$ cat config.mk
export PLATFORM = sky130hd
export DESIGN_NAME = motor_axis_mmio_flat
export DESIGN_NICKNAME = d
export VERILOG_FILES = /design/src/rtl/motor_axis_mmio_if.sv /design/src/rtl/motor_axis_mmio.sv /design/src/flat_wrapper.sv
export SDC_FILE = /design/constraint.sdc
export NUM_CORES = 1
export LEC_CHECK = 0
export BUFFER_PORTS_ARGS = -buffer_cell sky130_fd_sc_hd__clkbuf_2
export CAP_MARGIN = 10
export CORE_AREA = 2 2 107 109
export DETAILED_ROUTE_END_ITERATION = 7
export DIE_AREA = 0 0 109 111
export GPL_ROUTABILITY_DRIVEN = 0
export PLACE_DENSITY = 0.7
export SLEW_MARGIN = 10
export SYNTH_ARGS = -nofsm -noshare
export SYNTH_HDL_FRONTEND = slang
export SYNTH_SLANG_ARGS = --single-unit
$ cat constraint.sdc
create_clock -name clk -period 1.4 [get_ports clk]
set_input_delay 0.28 -clock clk [delete_from_list [all_inputs] [get_ports clk]]
set_output_delay 0.28 -clock clk [all_outputs]
set_load 0.02 [all_outputs]
$ cat src/rtl/motor_axis_mmio_if.sv
// rtl/motor_axis_mmio_if.sv - APB-style register bus between the fabric and motor_axis_mmio
//
// Signals:
//   psel, penable, pwrite, paddr, pwdata : driven by the fabric (master)
//   prdata, ready (pready), error (pslverr) : driven by the register block (slave)
interface motor_axis_mmio_if #(
  parameter int ADDR_W = 32,
  parameter int DATA_W = 32
);
  logic              psel;
  logic              penable;
  logic              pwrite;
  logic [ADDR_W-1:0] paddr;
  logic [DATA_W-1:0] pwdata;
  logic [DATA_W-1:0] prdata;
  logic              ready;
  logic              error;

  modport master (
    output psel, penable, pwrite, paddr, pwdata,
    input  prdata, ready, error
  );

  modport slave (
    input  psel, penable, pwrite, paddr, pwdata,
    output prdata, ready, error
  );
endinterface

$ cat src/rtl/motor_axis_mmio.sv
// rtl/motor_axis_mmio.sv - two-axis motor command/status register block with done interrupt
//
// Ports:
//   clk            : system clock, rising edge
//   reset          : asynchronous active-low reset
//   apb            : register bus (slave modport), zero wait states
//   x/y_counter_in : driver remaining-step count
//   x/y_dir_in     : driver current direction
//   x/y_counter_out: load command, nonzero for exactly one cycle
//   x/y_dir_out    : commanded direction, held until the next command
//   fabint         : registered level interrupt, x_flag | y_flag
//
// Optional build macro MOTOR_MMIO_ERR_EN: flags misaligned / out-of-window
// accesses and writes to STATUS with error, suppressing their effect.
//
// Register map (paddr[3:2]):
//   0 X_CMD   W: {dir, count[30:0]}  R: {x_dir_in, x_counter_in[30:0]}
//   1 Y_CMD   same for Y
//   2 STATUS  R: {y_zero, x_zero, y_flag, x_flag}
//   3 IRQ_CLR W1C: bit0 x_flag, bit1 y_flag; reads 0
module motor_axis_mmio #(
  parameter int ADDR_W = 32,
  parameter int DATA_W = 32
) (
  input  logic              clk,
  input  logic              reset,
  motor_axis_mmio_if.slave  apb,
  input  logic [DATA_W-1:0] x_counter_in,
  input  logic              x_dir_in,
  input  logic [DATA_W-1:0] y_counter_in,
  input  logic              y_dir_in,
  output logic [DATA_W-1:0] x_counter_out,
  output logic              x_dir_out,
  output logic [DATA_W-1:0] y_counter_out,
  output logic              y_dir_out,
  output logic              fabint
);

  logic              access;
  logic              err;
  logic              wr_ok;
  logic              rd_ok;
  logic [1:0]        sel;
  logic [DATA_W-1:0] cmd_count;
  logic              cmd_dir;
  logic              x_cmd_wr, y_cmd_wr, clr_wr;
  logic              x_zero, y_zero;
  logic              last_x_zero, last_y_zero;
  logic              x_done, y_done;
  logic              x_set, y_set, x_clr, y_clr;
  logic              x_flag, y_flag;

  assign access = apb.psel & apb.penable;
  assign sel    = apb.paddr[3:2];

`ifdef MOTOR_MMIO_ERR_EN
  logic bad_addr;
  assign bad_addr = (apb.paddr[ADDR_W-1:4] != '0) || (apb.paddr[1:0] != 2'b00);
  assign err      = access & (bad_addr | (apb.pwrite & (sel == 2'd2)));
`else
  // Only paddr[3:2] is decoded; the remaining bits alias onto the map.
  logic unused_addr_bits;
  assign unused_addr_bits = ^{apb.paddr[ADDR_W-1:4], apb.paddr[1:0]};
  assign err              = 1'b0;
`endif

  assign apb.ready = access;
  assign apb.error = err;
  assign wr_ok     = access &  apb.pwrite & ~err;
  assign rd_ok     = access & ~apb.pwrite & ~err;

  assign cmd_count = {1'b0, apb.pwdata[DATA_W-2:0]};
  assign cmd_dir   = apb.pwdata[DATA_W-1];
  assign x_cmd_wr  = wr_ok & (sel == 2'd0);
  assign y_cmd_wr  = wr_ok & (sel == 2'd1);
  assign clr_wr    = wr_ok & (sel == 2'd3);

  // Done is the 1->0 edge of remaining count; last_*_zero resets to 1 so an
  // idle or mid-motion reset never produces a spurious done.
  assign x_zero = (x_counter_in == '0);
  assign y_zero = (y_counter_in == '0);
  assign x_done = x_zero & ~last_x_zero;
  assign y_done = y_zero & ~last_y_zero;

  // A zero-count command never moves the axis, so it completes immediately.
  // Any command write acknowledges both flags; a coincident set wins.
  assign x_set = x_done | (x_cmd_wr & (cmd_count == '0));
  assign y_set = y_done | (y_cmd_wr & (cmd_count == '0));
  assign x_clr = x_cmd_wr | y_cmd_wr | (clr_wr & apb.pwdata[0]);
  assign y_clr = x_cmd_wr | y_cmd_wr | (clr_wr & apb.pwdata[1]);

  always_ff @(posedge clk or negedge reset) begin
    if (!reset) begin
      x_counter_out <= '0;
      y_counter_out <= '0;
      x_dir_out     <= 1'b0;
      y_dir_out     <= 1'b0;
      last_x_zero   <= 1'b1;
      last_y_zero   <= 1'b1;
      x_flag        <= 1'b0;
      y_flag        <= 1'b0;
      fabint        <= 1'b0;
    end else begin
      x_counter_out <= x_cmd_wr ? cmd_count : '0;
      y_counter_out <= y_cmd_wr ? cmd_count : '0;
      if (x_cmd_wr) x_dir_out <= cmd_dir;
      if (y_cmd_wr) y_dir_out <= cmd_dir;
      last_x_zero <= x_zero;
      last_y_zero <= y_zero;
      if (x_set)      x_flag <= 1'b1;
      else if (x_clr) x_flag <= 1'b0;
      if (y_set)      y_flag <= 1'b1;
      else if (y_clr) y_flag <= 1'b0;
      fabint <= x_flag | y_flag;
    end
  end

  always_comb begin
    apb.prdata = '0;
    if (rd_ok) begin
      case (sel)
        2'd0:    apb.prdata = {x_dir_in, x_counter_in[DATA_W-2:0]};
        2'd1:    apb.prdata = {y_dir_in, y_counter_in[DATA_W-2:0]};
        2'd2:    apb.prdata[3:0] = {y_zero, x_zero, y_flag, x_flag};
        default: apb.prdata = '0;
      endcase
    end
  end

endmodule

$ cat src/flat_wrapper.sv
// flat-port wrapper written by rule: the top's interface ports become plain ports
module motor_axis_mmio_flat 
#(
  parameter int ADDR_W = 32,
  parameter int DATA_W = 32
)
  (clk, reset, x_counter_in, x_dir_in, y_counter_in, y_dir_in, x_counter_out, x_dir_out, y_counter_out, y_dir_out, fabint, apb_psel, apb_penable, apb_pwrite, apb_paddr, apb_pwdata, apb_prdata, apb_ready, apb_error);
  motor_axis_mmio_if #(.ADDR_W(ADDR_W), .DATA_W(DATA_W)) apb_i ();
  input  logic clk;
  input  logic reset;
  input  logic [DATA_W-1:0] x_counter_in;
  input  logic x_dir_in;
  input  logic [DATA_W-1:0] y_counter_in;
  input  logic y_dir_in;
  output logic [DATA_W-1:0] x_counter_out;
  output logic x_dir_out;
  output logic [DATA_W-1:0] y_counter_out;
  output logic y_dir_out;
  output logic fabint;
  input wire logic [$bits(apb_i.psel)-1:0] apb_psel;
  input wire logic [$bits(apb_i.penable)-1:0] apb_penable;
  input wire logic [$bits(apb_i.pwrite)-1:0] apb_pwrite;
  input wire logic [$bits(apb_i.paddr)-1:0] apb_paddr;
  input wire logic [$bits(apb_i.pwdata)-1:0] apb_pwdata;
  output wire logic [$bits(apb_i.prdata)-1:0] apb_prdata;
  output wire logic [$bits(apb_i.ready)-1:0] apb_ready;
  output wire logic [$bits(apb_i.error)-1:0] apb_error;
  assign apb_i.psel = apb_psel;
  assign apb_i.penable = apb_penable;
  assign apb_i.pwrite = apb_pwrite;
  assign apb_i.paddr = apb_paddr;
  assign apb_i.pwdata = apb_pwdata;
  assign apb_prdata = apb_i.prdata;
  assign apb_ready = apb_i.ready;
  assign apb_error = apb_i.error;
  motor_axis_mmio #(.ADDR_W(ADDR_W), .DATA_W(DATA_W)) u_core (.clk(clk), .reset(reset), .apb(apb_i), .x_counter_in(x_counter_in), .x_dir_in(x_dir_in), .y_counter_in(y_counter_in), .y_dir_in(y_dir_in), .x_counter_out(x_counter_out), .x_dir_out(x_dir_out), .y_counter_out(y_counter_out), .y_dir_out(y_dir_out), .fabint(fabint));
endmodule
==> qor.yml, run 1 <==
postLayoutSetupSlackWorst_ns: -0.432
worst-setup-path-type: "input port to output pin"
r2r-end: "u_core.y_flag$_DFFE_PN0P_"
fin_nets: 661
worst_setup_path_start_kind: "input port"
synth_area_um2: 3240
die_x_um: 109
synthFlopType: "dfrtp_1"
cts-root-buf: "clkbuf_16"
io_pins: 236
clkLatencyLatePin_ns: 0.32
drc: 0
worst_path_largest_cell_delay_ns: 0.35
power.total_mw: 5.33
drt-total-wl_um: 10800
synth_seq_cells: 69
synth.distinct_cells: 32
crit_buf_inv: 3
period_minus_slack_ns: 1.83
path_delay_family: "simple AND/OR/NAND/NOR gates"
drtIter0Drc: 86
clock.fmax_mhz: 546
cts_sinks: 69
ir_worst_vdd_mv: 0.528
place_ws_ns: -0.756
vias: 3096
drive_above_1_share_pct: 62.9
dp_hpwl_um: 7610
chipHeight_um: 111
yosysSeqAreaShare_pct: 53.3
grt_overflow_total: 0
htreeDepth: 3
portBuffers: 202
rsz0062_at_grt: "yes"
cts_tree: "built"
syn_inst: 272
finalSetupViolCount: 33
hp-start: "apb_pwdata[11]"
reg2reg_slack_ns: 0.53
cp_cell_sequence: "clkbuf_2 -> nor4_4 -> buf_4 -> nand4_1 -> o32a_1 -> nor2_4 -> buf_8"
min_path_cells: 2
timing.hold.ws_ns: 0.193
powerDensity_nw_per_um2: 910
core-area_um2: 11100
dieArea_um2: 12100
drt.antenna.violating_nets: 0
area_growth_pct: 80.5
grt_pass1_vias: 3415
period_share_pct: 131
async_flop_share_pct: 100
synth_warnings: 0
p_leak_nw: 2.98
status: "complete, but fails checks"
antenna_found_initial: 0
worstHoldEndpoint: "u_core.y_counter_out[11]$_DFF_PN0_"
grtUsageTotal_pct: 18.4
r2r-start: "u_core.last_y_zero$_DFF_PN1_"
slew_viol_final: 0
grt_pass1_wl_um: 17000
wire_per_inst_um: 16.0
syn_avg_cell_area_um2: 11.9
arrival_ns: 1.55
via_per_inst: 4.59
cts.path.max_buffers: 2
startpoint: "x_counter_in[25]"
numCtsBuffers: 9
crit_fanout: 2
cap_violations: 0
hold_class: "input port to register"
synth_edf_count: 0
grt_max_degree: 70
rows: 39
violations: "negative setup slack"
antenna_cells: 0
fin_worst_skew_ns: 0.00103
initial_core_util_pct: 29.3
postLayoutCoreUtil_pct: 52.8
hold_viol: 0
first_pass_iters: 4
cp-end-kind: "output pin"
r2r_cells: 2
critical_path.slowest_cell: "o32a_1"
required_ns: 1.12
clk_pin_slew_ns: 0.06
[flip-flops by register name, summed over array words and instances, names as in the netlist]
signal	cells
u_core.x_flag	1
u_core.y_flag	1
u_core.last_x_zero	1
u_core.last_y_zero	1
u_core.fabint	1
u_core.x_counter_out	31
u_core.x_dir_out	1
u_core.y_dir_out	1
u_core.y_counter_out	31
[area by class of cell]
type,count,area (um2)
flip-flops and latches,69,1730
clock buffers,10,229
multi-input cells,188,1690
well taps,143,179
fillers,962,5220
clock inverters,6,93.8
repair buffers,258,1930
[cells in the final DEF, fill, tap and decap left out, types with 8 or more instances in the layout]
cell type,n
and2_1,62
buf_12,8
buf_4,47
buf_6,8
buf_8,29
clkbuf_16,10
clkbuf_2,161
dfrtp_1,67
mux2i_1,27
nor2_4,30
nor4_1,9
nor4_4,9
[cells by family after synthesis]
kind of cell / share of synthesized area [%]
compound gates: 1.70
mux: 10.6
flops: 53.3
simple gates: 30.3
other cells: 0.116
buf+inv: 3.94
[through the flow]
step / TNS [ns] / instances / instance area (um2)
2_1_floorplan: -2.51 / 274 / 3330
5_1_grt: -5.03 / 674 / 5850
6_report: -4.02 / 674 / 5850
3_3_place_gp: -8.81 / 646 / 4790
4_1_cts: -8.45 / 676 / 5780
3_5_place_dp: -9.49 / 646 / 4790
[where the power goes]
group / switching [mW] / internal (mW)
combinational: 0.450 / 0.414
clock: 0.851 / 1.57
sequential: 0.0119 / 2.03
[timing repair]
action | 4_1_cts | 5_1_grt
gates resized for setup | 95 | 60
buffers inserted | 9 | 1
gates cloned | 4 | 0
pin swaps | 16 | 14
setup endpoints to repair | 33 | 32
hold endpoints to repair | 67 | 0
hold buffers | 1 | 0
[cell usage after synthesis, types with 2 or more instances]
cell type | number | area, um2
a21boi_0 | 2 | 15.0
a21oi_1 | 2 | 10.0
and2_1 | 62 | 388
and4_1 | 2 | 17.5
buf_12 | 2 | 40.0
buf_2 | 7 | 35.0
buf_4 | 4 | 30.0
clkbuf_1 | 3 | 11.3
dfrtp_1 | 67 | 1680
dfstp_2 | 2 | 52.6
mux2_2 | 2 | 22.5
mux2i_1 | 32 | 320
nand3_1 | 4 | 20.0
nand4_1 | 4 | 25.0
nor2_1 | 16 | 60.1
nor2_4 | 20 | 225
nor4_1 | 23 | 144
o21ai_0 | 2 | 10.0
o32a_1 | 2 | 20.0
or3_1 | 2 | 12.5
[worst max-delay path by stage]
stage	endpoint	slack, ns	depth (start not counted)
floorplan	apb_prdata[10]	-0.09	5
global placement	apb_prdata[2]	-0.74	7
detailed placement	apb_prdata[2]	-0.76	7
CTS	apb_prdata[2]	-0.52	7
global route	apb_prdata[2]	-0.49	7
finish	apb_prdata[2]	-0.43	7
[metal layers]
metal | vias to the layer above | global-route usage [%] | routed length, um
li1 | 1439 | - | -
met1 | 1515 | 20.6 | 4020
met2 | 121 | 33.7 | 5960
met3 | 21 | 3.59 | 564
met4 | 0 | 6.50 | 242
met5 | - | 0 | 0
No activity file was read; power rests on OpenSTA's default activity.
==> run 2, diff against run 1 <==
--- a/config.mk
+++ b/config.mk
@@ -11,7 +11,7 @@
 export DETAILED_ROUTE_END_ITERATION = 7
 export DIE_AREA = 0 0 109 111
 export GPL_ROUTABILITY_DRIVEN = 0
-export PLACE_DENSITY = 0.7
+export PLACE_DENSITY = 0.65
 export SLEW_MARGIN = 10
 export SYNTH_ARGS = -nofsm -noshare
 export SYNTH_HDL_FRONTEND = slang
==> constraint.sdc (replaced) <==
create_clock -name clk -period 1.5 [get_ports clk]
set_input_delay 0.3 -clock clk [delete_from_list [all_inputs] [get_ports clk]]
set_output_delay 0.3 -clock clk [all_outputs]
set_load 0.02 [all_outputs]
==> run 2 against run 1 <==
Clock power fell by 7%. Critical endpoint unchanged. Wire length increased by 0.81%. Power shrank 7.4%. The flow still finishes with violations (negative setup slack). First-iteration DRC count grew 37%. Combinational power shrank 11%. Die area stayed put.
==> qor.yml, run 2 (same netlist as run 1, synthesis figures left out) <==
arrival_ns: 1.63  # was 1.55 ns
fin_nets: 665  # was 661
period_share_pct: 129
r2r-start: "u_core.last_y_zero$_DFF_PN1_"  # unchanged
area_growth_pct: 78.1  # was 80.5%
reg_top3: "u_core.x_counter_out: 31 flops, u_core.y_counter_out: 31 flops"  # unchanged
antenna_found_initial: 0  # unchanged
wire_per_inst_um: 16.0  # about the same
drive_above_1_share_pct: 62.8  # was 62.9%
worst_setup_path_start_kind: "input port"  # unchanged
drtIter0Drc: 118  # was 86
io_pins: 236  # unchanged
final_common_cell: "clkbuf_2"  # unchanged
status: "complete, but fails checks"  # unchanged
required_ns: 1.20  # was 1.12 ns
cts_tree: "built"  # unchanged
cts.path.max_buffers: 2  # unchanged
grt_overflow_total: 0  # unchanged
use_met2_pct: 31.8  # was 33.7%
cts_sinks: 69  # unchanged
r2r_cells: 2  # unchanged
via_per_inst: 4.55  # was 4.59
hp-start: "apb_pwdata[9]"  # was apb_pwdata[11]
drt.antenna.violating_nets: 0  # unchanged
worst-setup-path-type: "input port to output pin"  # unchanged
slew_viol_final: 0  # unchanged
p_sw_share_pct: 24.6  # about the same
first_pass_iters: 4  # unchanged
p_int_mw: 3.72  # was 4.01 mW
seqPwrFrac_pct: 38.5  # was 38.2%
grt_max_degree: 70  # unchanged
vias: 3083  # was 3096
crit_fanout: 2  # unchanged
cp_cell_sequence: "clkbuf_2 -> nor4_1 -> nand4_1 -> o32a_1 -> nor2_4 -> buf_8"  # was clkbuf_2 -> nor4_4 -> buf_4 -> nand4_1 -> o32a_1 -> nor2_4 -> buf_8
r2r-end: "u_core.y_flag$_DFFE_PN0P_"  # unchanged
grtUsageTotal_pct: 17.5  # was 18.4%
gr-usage-met3_pct: 4.35  # was 3.59%
drt-total-wl_um: 10900  # was 10800 um
crit_end: "apb_prdata[2]"  # unchanged
finalSetupViolCount: 30  # was 33
violations: "negative setup slack"  # unchanged
rows: 39  # unchanged
clk_pin_slew_ns: 0.06  # about the same
p_leak_nw: 2.97  # was 2.98 nW
cts-root-buf: "clkbuf_16"  # unchanged
die_x_um: 109  # unchanged
core-area_um2: 11100  # unchanged
mostFrequentLayoutCells: "clkbuf_2 (164), dfrtp_1 (67), and2_1 (62)"  # was clkbuf_2 (161), dfrtp_1 (67), and2_1 (62)
fillers: 938  # was 962
combPwrFrac_pct: 15.6  # was 16.2%
postLayoutSetupSlackWorst_ns: -0.430  # was -0.432 ns
cp-end-kind: "output pin"  # unchanged
clkLatencyLatePin_ns: 0.32  # about the same
ir_worst_vdd_mv: 0.561  # was 0.528 mV
fin_worst_skew_ns: 0.00148  # was 0.00103 ns
grt_pass1_vias: 3147  # was 3415
tns_ns: -2.97  # was -4.02 ns
rsz0062_at_grt: "yes"  # unchanged
dieArea_um2: 12100  # unchanged
dp.cells: 645  # was 646
initial_core_util_pct: 29.3  # unchanged
chipHeight_um: 111  # unchanged
htreeDepth: 3  # unchanged
p_switching_mw: 1.21  # was 1.31 mW
timing.hold.ws_ns: 0.213  # was 0.193 ns
portBuffers: 202  # unchanged
reg2reg_slack_ns: 0.62  # was 0.53 ns
cap_violations: 0  # unchanged
placed_cell_area_um2: 4780  # was 4790 um2
grt_pass1_wl_um: 16200  # was 17000 um
finalNonFillerCells: 678  # was 674
hold_viol: 0  # unchanged
hold_class: "input port to register"  # unchanged
critical_path.slowest_cell: "nor4_1"  # was o32a_1
drc: 0  # unchanged
final_cell_area_um2: 5770  # was 5850 um2
p_clk_share_pct: 45.8  # was 45.5%
power.total_mw: 4.93  # was 5.33 mW
busiest_layer: "met2"  # unchanged
clock.fmax_mhz: 518
antenna_cells: 0  # unchanged
numCtsBuffers: 9  # unchanged
worst_path_largest_cell_delay_ns: 0.43  # was 0.35 ns
period_minus_slack_ns: 1.93
startpoint: "x_counter_in[24]"  # was x_counter_in[25]
grtUsageMet1_pct: 18.8  # was 20.6%
dp_hpwl_um: 7890  # was 7610 um
powerDensity_nw_per_um2: 855  # was 910 nW/um2
[run 2: cell types whose count changed in the layout (fill, tap and decap cells not counted), moves of 3 or more]
cell      before  now
mux2i_4        3    0
buf_8         29   32
buf_12         8    5
clkbuf_2     161  164
buf_4         47   50
nor4_4         9    6
[run 2: layout make-up]
type / instances / area (um2) / area share, %
Clock buffer: 10 / 229 / 3.97
Tap cell: 143 / 179 / 3.10
Multi-Input combinational cell: 188 / 1630 / 28.3
Timing Repair Buffer: 262 / 1910 / 33.1
Sequential cell: 69 / 1730 / 30.0
Clock inverter: 6 / 93.8 / 1.63
[run 2: per-stage QoR]
step / worst slack [ns] / util [%]
after detailed placement: -0.626 / 43.1
final: -0.430 / 52.1
after global placement: -0.653 / 43.1
after global routing: -0.477 / 52.1
after floorplan: -0.0315 / -
after CTS: -0.455 / 51.0
[run 2: metal layers]
layer / vias to the layer above / routed length [um]
met2: 160 / 5970
met5: - / 0
met4: 0 / 336
met1: 1461 / 3800
li1: 1441 / -
met3: 21 / 775
[run 2: worst min-delay path by stage]
| stage | end | slack (ns) | depth (start not counted) |
|---|---|---|---|
| after floorplan | u_core.fabint$_DFF_PN0_ | 0.004 | 0 |
| after global placement | u_core.y_counter_out[10]$_DFF_PN0_ | 0.34 | 2 |
| after detailed placement | u_core.x_counter_out[7]$_DFF_PN0_ | 0.35 | 2 |
| after CTS | u_core.x_counter_out[9]$_DFF_PN0_ | 0.20 | 2 |
| after global routing | u_core.x_counter_out[9]$_DFF_PN0_ | 0.20 | 2 |
| final | u_core.x_counter_out[9]$_DFF_PN0_ | 0.21 | 2 |
[run 2: what timing repair did]
action                                  CTS  global route
hold buffers                              1             0
cloned                                    3             0
endpoints found under the setup margin   32            32
pin swaps                                18            15
hold endpoints to repair                 14             0
gates resized for setup                  86            65
buffers inserted                         11             5
[run 2: power groups by stage]
stage / registers (mW) / logic [mW] / clock network [mW]
6_report: 1.90 / 0.771 / 2.26
5_1_grt: 1.90 / 0.824 / 2.41
4_1_cts: 1.90 / 0.734 / 2.33
3_5_place_dp: 1.94 / 0.649 / 0
3_3_place_gp: 1.93 / 0.637 / 0
2_1_floorplan: 1.97 / 0.237 / 0
[run 2: critical path, delay by kind of cell]
| kind | cells | cell delay (ns) |
|---|---|---|
| and+or+nand+nor | 3 | 0.76 |
| AOI/OAI and AO/OA | 1 | 0.36 |
| buffers and inverters | 2 | 0.22 |
==> run 3, diff against run 2 <==
--- a/config.mk
+++ b/config.mk
@@ -11,7 +11,7 @@
 export DETAILED_ROUTE_END_ITERATION = 7
 export DIE_AREA = 0 0 109 111
 export GPL_ROUTABILITY_DRIVEN = 0
-export PLACE_DENSITY = 0.65
+export PLACE_DENSITY = 0.63
 export SLEW_MARGIN = 10
 export SYNTH_ARGS = -nofsm -noshare
 export SYNTH_HDL_FRONTEND = slang
==> constraint.sdc (replaced) <==
create_clock -name clk -period 2.1 [get_ports clk]
set_input_delay 0.42 -clock clk [delete_from_list [all_inputs] [get_ports clk]]
set_output_delay 0.42 -clock clk [all_outputs]
set_load 0.02 [all_outputs]
==> run 3 against run 2 <==
The flow now finishes without violations. Clock power down 23%. First-iteration DRC count down 9.3%. Worst setup slack better by 0.47 ns. Power down 28%. Flip-flop and latch count unchanged. Critical endpoint is now apb_prdata[3].
==> qor.yml, run 3 (same netlist as run 1, synthesis figures left out) <==
status: "completed"  # was complete, but fails checks
grt_pass1_wl_um: 15000  # was 16200 um
antenna_cells: 0  # unchanged
final_common_cell: "clkbuf_2"  # unchanged
finalSetupViolCount: 0  # was 30
grtUsageTotal_pct: 16.4  # was 17.5%
path_delay_family: "simple AND/OR/NAND/NOR gates"  # unchanged
worst_path_largest_cell_delay_ns: 0.36  # was 0.43 ns
hold_viol: 0  # unchanged
antenna_found_initial: 0  # unchanged
grt_overflow_total: 0  # unchanged
r2r-end: "u_core.x_flag$_DFFE_PN0P_"  # was u_core.y_flag$_DFFE_PN0P_
clock.fmax_mhz: 485
cap_violations: 0  # unchanged
tightest_slew_ns: 0.574
slew_headroom_pct: 61.7
crit_buf_inv: 2  # unchanged
io_pins: 236  # unchanged
crit_fanout: 2  # unchanged
cts_tree: "built"  # unchanged
drive_above_1_share_pct: 56.9  # was 62.8%
dp_hpwl_um: 7840  # was 7890 um
initial_core_util_pct: 29.3  # unchanged
postLayoutSetupSlackWorst_ns: 0.0379  # was -0.430 ns
rows: 39  # unchanged
cp-end-kind: "output pin"  # unchanged
core-area_um2: 11100  # unchanged
period_share_pct: 98.2
rsz0062_at_grt: "yes"  # unchanged
fin_nets: 629  # was 665
ir_worst_vdd_mv: 0.374  # was 0.561 mV
clkLatencyLatePin_ns: 0.33  # was 0.32 ns
r2r_cells: 2  # unchanged
worst_setup_path_start_kind: "input port"  # unchanged
dieArea_um2: 12100  # unchanged
reg2reg_slack_ns: 1.24  # was 0.62 ns
required_ns: 1.68  # was 1.20 ns
drc: 0  # unchanged
via_per_inst: 4.51  # was 4.55
reg_top3: "u_core.x_counter_out: 31 flops, u_core.y_counter_out: 31 flops"  # unchanged
clk_pin_slew_ns: 0.05  # was 0.06 ns
cts.path.max_buffers: 2  # unchanged
timing.hold.ws_ns: 0.0814  # was 0.213 ns
portBuffers: 202  # unchanged
period_minus_slack_ns: 2.06
worst-setup-path-type: "input port to output pin"  # unchanged
drt.antenna.violating_nets: 0  # unchanged
p_leak_nw: 2.68  # was 2.97 nW
drtIter0Drc: 107  # was 118
numCtsBuffers: 9  # unchanged
wire_per_inst_um: 15.3  # was 16.0 um
vias: 2895  # was 3083
place_ws_ns: -0.165  # was -0.626 ns
powerDensity_nw_per_um2: 706  # was 855 nW/um2
die_x_um: 109  # unchanged
mostFrequentLayoutCells: "clkbuf_2 (197), dfrtp_1 (67), and2_1 (62)"  # was clkbuf_2 (164), dfrtp_1 (67), and2_1 (62)
cp_cell_sequence: "clkbuf_2 -> nor4_1 -> nand4_1 -> o32a_1 -> nor2_1 -> buf_4"  # was clkbuf_2 -> nor4_1 -> nand4_1 -> o32a_1 -> nor2_4 -> buf_8
arrival_ns: 1.64  # was 1.63 ns
chipHeight_um: 111  # unchanged
grt_max_degree: 33  # was 70
r2r-start: "u_core.last_x_zero$_DFF_PN1_"  # was u_core.last_y_zero$_DFF_PN1_
area_growth_pct: 54.7  # was 78.1%
htreeDepth: 3  # unchanged
fin_worst_skew_ns: 0.000437  # was 0.00148 ns
cts-root-buf: "clkbuf_16"  # unchanged
fillers: 1037  # was 938
drt-total-wl_um: 9810  # was 10900 um
critical_path.slowest_cell: "o32a_1"  # was nor4_1
grt_pass1_vias: 2983  # was 3147
holdBufCountCts: 0  # was 1
first_pass_iters: 5  # was 4
slew_viol_final: 0  # unchanged
hold_class: "input port to async pin"  # was input port to register
cts_sinks: 69  # unchanged
postLayoutCoreUtil_pct: 45.3  # was 52.1%
==> run 3: changes by cell type in the layout (fill, tap and decap cells not counted), moves of 7 or more <==
cell	previous run	this run
nor2_4	30	20
nor2_1	5	16
buf_4	50	23
buf_8	32	1
clkbuf_2	164	197
buf_6	8	1
==> run 3: what timing repair did <==
item,CTS,global route
endpoints found under the setup margin,2,2
pin swaps,5,2
resized for setup,14,13
setup buffers,1,1
==> run 3: worst max path at each step <==
stage	cells after the start	from	slack, ns	endpoint
after floorplan	4	x_counter_in[25]	0.22	apb_prdata[2]
after global placement	7	x_counter_in[24]	-0.18	apb_prdata[2]
after detailed placement	7	x_counter_in[24]	-0.17	apb_prdata[2]
after CTS	7	x_counter_in[28]	-0.007	apb_prdata[2]
after global routing	7	x_counter_in[28]	-0.03	apb_prdata[2]
final	6	y_counter_in[8]	0.04	apb_prdata[3]
==> run 3: worst reg2reg max path, cell delays in order (launching register included) <==
cell and delay [ns]:
dfstp_2 0.36, or3_1 0.36, nand3_1 0.08
==> run 3: cell type report <==
class / instances / area (um2) / area share (%)
flip-flops and latches: 69 / 1730 / 34.5
well taps: 143 / 179 / 3.57
clock buffers: 9 / 225 / 4.49
multi-input cells: 188 / 1510 / 30.1
repair buffers: 226 / 1250 / 24.9
clock inverters: 7 / 121 / 2.42
==> run 3: metal layers <==
layer | vias up | GRT usage (%) | share of wire (%) | wire [um]
li1 | 1369 | - | - | -
met1 | 1362 | 17.2 | 36 | 3570
met2 | 151 | 29.6 | 54 | 5270
met3 | 13 | 4.64 | 7.8 | 768
met4 | 0 | 7.44 | 2.1 | 203
met5 | - | 0 | 0 | 0
==> run 3: stage by stage <==
stage	cell area (um2)	power, mW	TNS [ns]	instances
3_5_place_dp	4540	1.80	-0.289	626
2_1_floorplan	3250	1.57	0	274
3_3_place_gp	4540	1.80	-0.336	626
5_1_grt	5020	3.68	-0.0504	642
4_1_cts	4970	3.59	-0.00655	642
6_report	5020	3.54	0	642
==> run 3: where the power goes <==
group | switching [mW] | total (mW) | internal [mW] | leakage, nW
clock | 0.576 | 1.74 | 1.17 | 0.170
combinational | 0.255 | 0.439 | 0.185 | 1.56
sequential | 0.00817 | 1.36 | 1.35 | 0.950
total | 0.839 | 3.54 | 2.70 | 2.68
